==> config.mk <==
export PLATFORM = sky130hd
export DESIGN_NAME = mc_sequencer_flat
export DESIGN_NICKNAME = d
export VERILOG_FILES = /design/src/rtl/mc_sequencer_if.sv /design/src/rtl/mc_sequencer.sv /design/src/flat_wrapper.sv
export SDC_FILE = /design/constraint.sdc
export NUM_CORES = 1
export LEC_CHECK = 0
export ABC_AREA = 1
export CORE_ASPECT_RATIO = 1.4
export CORE_MARGIN = 2
export CORE_UTILIZATION = 39
export CTS_CLUSTER_DIAMETER = 100
export DETAILED_ROUTE_END_ITERATION = 16
export PLACE_DENSITY = 0.8
export SYNTH_ARGS = -nofsm -noshare
export SYNTH_HDL_FRONTEND = slang
export SYNTH_SLANG_ARGS = --single-unit
export TNS_END_PERCENT = 30
==> constraint.sdc <==
create_clock -name clk -period 2.2 [get_ports clk]
set_input_delay 0.66 -clock clk [delete_from_list [all_inputs] [get_ports clk]]
set_output_delay 0.66 -clock clk [all_outputs]
set_load 0.005 [all_outputs]
==> src/rtl/mc_sequencer_if.sv <==
// Bus between the multicycle control sequencer and the datapath it steers.
// The master side is the sequencer; the slave side is the datapath.
interface mc_sequencer_if;
    logic [19:0] Instr;
    logic [3:0]  ALUFlags;
    logic        MemReady;
    logic        PCWrite;
    logic        IRWrite;
    logic        RegWrite;
    logic        MemWrite;
    logic        AdrSrc;
    logic [1:0]  ALUSrcA;
    logic [1:0]  ALUSrcB;
    logic [1:0]  ResultSrc;
    logic [1:0]  ImmSrc;
    logic [1:0]  RegSrc;
    logic [1:0]  ALUControl;
    logic [3:0]  State;

    modport master (
        input  Instr, ALUFlags, MemReady,
        output PCWrite, IRWrite, RegWrite, MemWrite, AdrSrc,
        output ALUSrcA, ALUSrcB, ResultSrc, ImmSrc, RegSrc, ALUControl, State
    );

    modport slave (
        output Instr, ALUFlags, MemReady,
        input  PCWrite, IRWrite, RegWrite, MemWrite, AdrSrc,
        input  ALUSrcA, ALUSrcB, ResultSrc, ImmSrc, RegSrc, ALUControl, State
    );
endinterface

==> src/rtl/mc_sequencer.sv <==
// Multicycle ARM-subset control sequencer: Moore state decode, condition
// evaluation against a registered NZCV flags register, and memory handshaking.
module mc_sequencer (
    input  logic           clk,
    input  logic           reset,
    mc_sequencer_if.master bus
);
    typedef enum logic [3:0] {
        FETCH  = 4'd0,
        DECODE = 4'd1,
        MEMADR = 4'd2,
        MEMRD  = 4'd3,
        MEMWB  = 4'd4,
        MEMWR  = 4'd5,
        EXECR  = 4'd6,
        EXECI  = 4'd7,
        ALUWB  = 4'd8,
        BRANCH = 4'd9
    } state_t;

    state_t      state;
    logic [3:0]  flags;
    logic [3:0]  cond;
    logic [1:0]  op;
    logic [5:0]  funct;
    logic [3:0]  rd;
    logic        instr_unused;
    logic        flag_n, flag_z, flag_c, flag_v;
    logic        cond_ex;
    logic [1:0]  alu_ctrl;
    logic        is_cmp;
    logic        cv_op;

    assign cond         = bus.Instr[19:16];
    assign op           = bus.Instr[15:14];
    assign funct        = bus.Instr[13:8];
    assign rd           = bus.Instr[3:0];
    assign instr_unused = ^bus.Instr[7:4];

    assign {flag_n, flag_z, flag_c, flag_v} = flags;

    always_comb begin
        cond_ex = 1'b0;
        case (cond)
            4'b0000: cond_ex = flag_z;
            4'b0001: cond_ex = !flag_z;
            4'b0010: cond_ex = flag_c;
            4'b0011: cond_ex = !flag_c;
            4'b0100: cond_ex = flag_n;
            4'b0101: cond_ex = !flag_n;
            4'b0110: cond_ex = flag_v;
            4'b0111: cond_ex = !flag_v;
            4'b1000: cond_ex = flag_c && !flag_z;
            4'b1001: cond_ex = !flag_c || flag_z;
            4'b1010: cond_ex = !(flag_n ^ flag_v);
            4'b1011: cond_ex = flag_n ^ flag_v;
            4'b1100: cond_ex = !flag_z && !(flag_n ^ flag_v);
            4'b1101: cond_ex = flag_z || (flag_n ^ flag_v);
            4'b1110: cond_ex = 1'b1;
            default: cond_ex = 1'b0;
        endcase
    end

    always_comb begin
        alu_ctrl = 2'b00;
        case (funct[4:1])
            4'b0100: alu_ctrl = 2'b00;
            4'b0010: alu_ctrl = 2'b01;
            4'b0000: alu_ctrl = 2'b10;
            4'b1100: alu_ctrl = 2'b11;
            4'b1010: alu_ctrl = 2'b01;
            default: alu_ctrl = 2'b00;
        endcase
    end

    assign is_cmp = (funct[4:1] == 4'b1010);
    assign cv_op  = (funct[4:1] == 4'b0100) || (funct[4:1] == 4'b0010) || is_cmp;

    // A failed condition in MEMRD/MEMWR abandons the access after one cycle.
    always_ff @(posedge clk or negedge reset) begin
        if (!reset) begin
            state <= FETCH;
            flags <= 4'b0000;
        end else begin
            case (state)
                FETCH:  if (bus.MemReady) state <= DECODE;
                DECODE: begin
                    case (op)
                        2'b01:   state <= MEMADR;
                        2'b00:   state <= funct[5] ? EXECI : EXECR;
                        2'b10:   state <= BRANCH;
                        default: state <= FETCH;
                    endcase
                end
                MEMADR: state <= funct[0] ? MEMRD : MEMWR;
                MEMRD: begin
                    if (!cond_ex)          state <= FETCH;
                    else if (bus.MemReady) state <= MEMWB;
                end
                MEMWB:  state <= FETCH;
                MEMWR:  if (!cond_ex || bus.MemReady) state <= FETCH;
                EXECR, EXECI: begin
                    state <= ALUWB;
                    if (funct[0] && cond_ex) begin
                        flags[3:2] <= bus.ALUFlags[3:2];
                        if (cv_op) flags[1:0] <= bus.ALUFlags[1:0];
                    end
                end
                ALUWB:   state <= FETCH;
                BRANCH:  state <= FETCH;
                default: state <= FETCH;
            endcase
        end
    end

    assign bus.State = state;

    // Reset forces every strobe and select low without waiting for a clock edge.
    always_comb begin
        bus.PCWrite    = 1'b0;
        bus.IRWrite    = 1'b0;
        bus.RegWrite   = 1'b0;
        bus.MemWrite   = 1'b0;
        bus.AdrSrc     = 1'b0;
        bus.ALUSrcA    = 2'b00;
        bus.ALUSrcB    = 2'b00;
        bus.ResultSrc  = 2'b00;
        bus.ImmSrc     = 2'b00;
        bus.RegSrc     = 2'b00;
        bus.ALUControl = 2'b00;
        if (reset) begin
            bus.ImmSrc = op;
            bus.RegSrc = {(op == 2'b01) && !funct[0], op == 2'b10};
            case (state)
                FETCH: begin
                    bus.ALUSrcA   = 2'b01;
                    bus.ALUSrcB   = 2'b10;
                    bus.ResultSrc = 2'b10;
                    bus.IRWrite   = bus.MemReady;
                    bus.PCWrite   = bus.MemReady;
                end
                DECODE: begin
                    bus.ALUSrcA = 2'b01;
                    bus.ALUSrcB = 2'b10;
                end
                MEMADR: begin
                    bus.ALUSrcB    = 2'b01;
                    bus.ALUControl = funct[3] ? 2'b00 : 2'b01;
                end
                MEMRD: bus.AdrSrc = 1'b1;
                MEMWB: begin
                    bus.ResultSrc = 2'b01;
                    bus.RegWrite  = cond_ex;
                end
                MEMWR: begin
                    bus.AdrSrc   = 1'b1;
                    bus.MemWrite = cond_ex;
                end
                EXECR: bus.ALUControl = alu_ctrl;
                EXECI: begin
                    bus.ALUSrcB    = 2'b01;
                    bus.ALUControl = alu_ctrl;
                end
                ALUWB: begin
                    bus.RegWrite = cond_ex && !is_cmp;
                    bus.PCWrite  = cond_ex && (rd == 4'hF) && !is_cmp;
                end
                BRANCH: begin
                    bus.ALUSrcA   = 2'b10;
                    bus.ALUSrcB   = 2'b01;
                    bus.ResultSrc = 2'b10;
                    bus.PCWrite   = cond_ex;
                end
                default: ;
            endcase
        end
    end
endmodule

==> src/flat_wrapper.sv <==
// flat-port wrapper written by rule: the top's interface ports become plain ports
module mc_sequencer_flat 
  (clk, reset, bus_Instr, bus_ALUFlags, bus_MemReady, bus_PCWrite, bus_IRWrite, bus_RegWrite, bus_MemWrite, bus_AdrSrc, bus_ALUSrcA, bus_ALUSrcB, bus_ResultSrc, bus_ImmSrc, bus_RegSrc, bus_ALUControl, bus_State);
  mc_sequencer_if bus_i ();
  input  logic clk;
  input  logic reset;
  input wire logic [$bits(bus_i.Instr)-1:0] bus_Instr;
  input wire logic [$bits(bus_i.ALUFlags)-1:0] bus_ALUFlags;
  input wire logic [$bits(bus_i.MemReady)-1:0] bus_MemReady;
  output wire logic [$bits(bus_i.PCWrite)-1:0] bus_PCWrite;
  output wire logic [$bits(bus_i.IRWrite)-1:0] bus_IRWrite;
  output wire logic [$bits(bus_i.RegWrite)-1:0] bus_RegWrite;
  output wire logic [$bits(bus_i.MemWrite)-1:0] bus_MemWrite;
  output wire logic [$bits(bus_i.AdrSrc)-1:0] bus_AdrSrc;
  output wire logic [$bits(bus_i.ALUSrcA)-1:0] bus_ALUSrcA;
  output wire logic [$bits(bus_i.ALUSrcB)-1:0] bus_ALUSrcB;
  output wire logic [$bits(bus_i.ResultSrc)-1:0] bus_ResultSrc;
  output wire logic [$bits(bus_i.ImmSrc)-1:0] bus_ImmSrc;
  output wire logic [$bits(bus_i.RegSrc)-1:0] bus_RegSrc;
  output wire logic [$bits(bus_i.ALUControl)-1:0] bus_ALUControl;
  output wire logic [$bits(bus_i.State)-1:0] bus_State;
  assign bus_i.Instr = bus_Instr;
  assign bus_i.ALUFlags = bus_ALUFlags;
  assign bus_i.MemReady = bus_MemReady;
  assign bus_PCWrite = bus_i.PCWrite;
  assign bus_IRWrite = bus_i.IRWrite;
  assign bus_RegWrite = bus_i.RegWrite;
  assign bus_MemWrite = bus_i.MemWrite;
  assign bus_AdrSrc = bus_i.AdrSrc;
  assign bus_ALUSrcA = bus_i.ALUSrcA;
  assign bus_ALUSrcB = bus_i.ALUSrcB;
  assign bus_ResultSrc = bus_i.ResultSrc;
  assign bus_ImmSrc = bus_i.ImmSrc;
  assign bus_RegSrc = bus_i.RegSrc;
  assign bus_ALUControl = bus_i.ALUControl;
  assign bus_State = bus_i.State;
  mc_sequencer u_core (.clk(clk), .reset(reset), .bus(bus_i));
endmodule
==> impl_metrics.env <==
export IMPL_status="finished, violations left"
export IMPL_violations="negative setup slack"
export IMPL_tightest_slew_ns=0.2647
export IMPL_clock_skew_ns=0.01205
export IMPL_grt_pass1_vias=1562
export IMPL_coreArea_mm2=0.002365
export IMPL_cts_made_buffers=3
export IMPL_async_flop_share_pct=100.0
export IMPL_die_area_mm2=0.002851
export IMPL_startpoint_type="flop"
export IMPL_r2r_start="u_core.bus.State[2]"
export IMPL_crit_arrival_ns=1.79
export IMPL_p_int_mw=0.8841
export IMPL_fin_ws_ns=-0.2542
export IMPL_gr_usage_all_layers_pct=29.81
export IMPL_setup_violations_final=11
export IMPL_max_vdd_ir_drop_uv=482.0
export IMPL_synth_most_common_cell="nand2_1"
export IMPL_nets=290
export IMPL_finalCriticalPeriod_ns=2.454
export IMPL_synthCells=165
export IMPL_port_buffers=43
export IMPL_htree_levels=1
export IMPL_period_share_pct=111.6
export IMPL_clkLatencyLatePin_ns=0.28
export IMPL_io_pins=48
export IMPL_p_switching_mw=0.8038
export IMPL_drv_cap=0
export IMPL_vias=1617
export IMPL_whs_ns=0.4197
export IMPL_clock_path_buffers=2
export IMPL_rsz0062_at_grt="true"
export IMPL_netlist_area_um2=949.7
export IMPL_rows=21
export IMPL_drt_total_wl_mm=4.997
export IMPL_synthTopCellsByArea="dfrtp_1, nand2_1, inv_1"
export IMPL_combPwrFrac_pct=75.1
export IMPL_power_density_mw_per_mm2=833.8
export IMPL_area_growth_pct=113.2
export IMPL_yosysTopAreaCell="dfrtp_1"
export IMPL_overflow=0
export IMPL_die_h_um=62.39
export IMPL_endpoint_kind="output port"
export IMPL_first_iter_violations=113
export IMPL_tritoncts="done"
export IMPL_hold_class="in2async"
export IMPL_reg2reg_depth=14
export IMPL_r2r_setup_slack_ns=0.39
export IMPL_crit_fanout=3
export IMPL_grt_pass1_wl_mm=6.472
export IMPL_clock_power_share_pct=7.7
export IMPL_gp_congestion=0.8875
export IMPL_start_util_pct=40.16
export IMPL_cts_sinks=8
export IMPL_synth_top_area_share_pct=21.08
export IMPL_clkTransAtPathRegs_ns=0.07
export IMPL_ys_warn_count=0
export IMPL_drive_above_1_share_pct=56.70
export IMPL_avgSynthCellArea_um2=5.756
export IMPL_ys_top_cells_by_count="nand2_1, inv_1, nor2_1"
export IMPL_n_antenna_cell=0
export IMPL_fmax_ghz=0.4075
export IMPL_synthFlopType="dfrtp_1"
export IMPL_ys_ff_latch=8
export IMPL_drc=0
export IMPL_grt_max_degree=13
export IMPL_pwr_share_seq_pct=17.2
export IMPL_critPathKind="reg2out"
export IMPL_syn_num_nets=192
export IMPL_hold_violations=0
export IMPL_slew_headroom_pct=82.35
export IMPL_power_total_mw=1.688
export IMPL_dp_hpwl_mm=2.492
export IMPL_synth_distinct_cells=30
export IMPL_rr_endpoint="u_core.flags[1]"
export IMPL_routedWlPerCell_um=17.60
export IMPL_postRouteAntennaNets=0
export IMPL_ys_seq_area_share_pct=21.08
export IMPL_cp_required_ns=1.54
export IMPL_p_sw_share_pct=47.62
export IMPL_vias_per_cell=5.694
export IMPL_ctsRootBufferMaster="clkbuf_4"
export IMPL_antenna_found_initial=0
export IMPL_cts_hold_buf=0
export IMPL_die_x_um=45.71
export IMPL_drt_pass1_iterations=4
export IMPL_synth_edf_count=0
export IMPL_p_leak_nw=1.083
export IMPL_drv_slew=0
==> registers in the layout, indices dropped and copies added, names as in the netlist <==
signal and cells:
u_core.bus.State 4, u_core.flags 4
==> worst max-delay path: stages, from the launching register on <==
cell	delay, ns
dfrtp_1	0.42
buf_4	0.15
inv_2	0.06
nor2_4	0.09
inv_2	0.05
buf_6	0.12
nor4_4	0.23
buf_4	0.16
o21ai_2	0.05
inv_1	0.07
buf_2	0.12
==> kinds of logic (layout without fill, tap and decap cells) <==
family	after synthesis	in the layout	synth area share, %
flip-flops	8	8	21.08
AO/OA/AOI/OAI	18	18	12.25
AND/OR/NAND/NOR	100	100	50.46
buffers and inverters	39	135	16.21
==> layer usage <==
| metal | vias to the layer above | global-route usage, % | wire [um] |
|---|---|---|---|
| li1 | 720 | - | - |
| met1 | 754 | 31.15 | 1743 |
| met2 | 106 | 53.52 | 2606 |
| met3 | 37 | 4.624 | 321 |
| met4 | 0 | 15.00 | 325 |
| met5 | - | 0 | 0 |
==> power by group through the flow <==
stage	combinational, mW	sequential, mW	clock (mW)
2_1_floorplan	0.383	0.252	0
3_3_place_gp	0.817	0.251	0
3_5_place_dp	0.841	0.253	0
4_1_cts	1.02	0.255	0.114
5_1_grt	1.34	0.291	0.135
6_report	1.27	0.290	0.130
==> layout by cell type, fill, tap and decap left out, drive strengths merged, types with 2 or more instances in the layout <==
master and count:
nor4 2, clkbuf 7, buf 70, nand3 19
nor2 22, dlymetal6s2s 4, nand4 2, a21oi 7
nor3 7, dlygate4sd2 3, clkdlybuf4s50 13, nand2 47
dfrtp 8, inv 36, o21ai 5
==> through the flow <==
stage / cells / worst slack (ns) / TNS [ns] / instance area [um^2] / utilization [%]
5_1_grt: 284 / -0.2890 / -2.203 / 2024 / 85.61
4_1_cts: 276 / -0.1752 / -0.8570 / 1852 / 78.31
3_5_place_dp: 261 / -0.9349 / -11.84 / 1637 / 69.21
6_report: 284 / -0.2542 / -1.456 / 2024 / 85.61
2_1_floorplan: 165 / 0.03748 / 0 / 949.7 / -
3_3_place_gp: 261 / -0.8839 / -11.03 / 1637 / 69.21
==> final cells by class <==
cell class	count	area (um^2)
repair buffers	95	802.0
well taps	23	28.78
multi-input cells	118	818.3
flip-flops and latches	8	202.7
fillers	129	340.3
inverters	37	150.1
clock buffers	3	22.52
==> how the worst max path moves through the flow <==
stage                        start              to  slack, ns  cells after the start
2_1_floorplan        bus_Instr[16]     bus_PCWrite       0.04                     10
3_3_place_gp         bus_Instr[18]     bus_PCWrite      -0.88                     10
3_5_place_dp         bus_Instr[18]     bus_PCWrite      -0.93                     12
4_1_cts        u_core.bus.State[2]    bus_RegWrite      -0.18                     10
5_1_grt        u_core.bus.State[2]  bus_ALUSrcB[0]      -0.29                      9
6_report       u_core.bus.State[2]    bus_RegWrite      -0.25                     10
==> timing repair <==
action | in CTS | in global routing
resized for setup | 120 | 70
pin swaps | 13 | 26
setup buffers | 12 | 8
endpoints found under the setup margin | 17 | 16
Power figures use the tool's default switching activity.
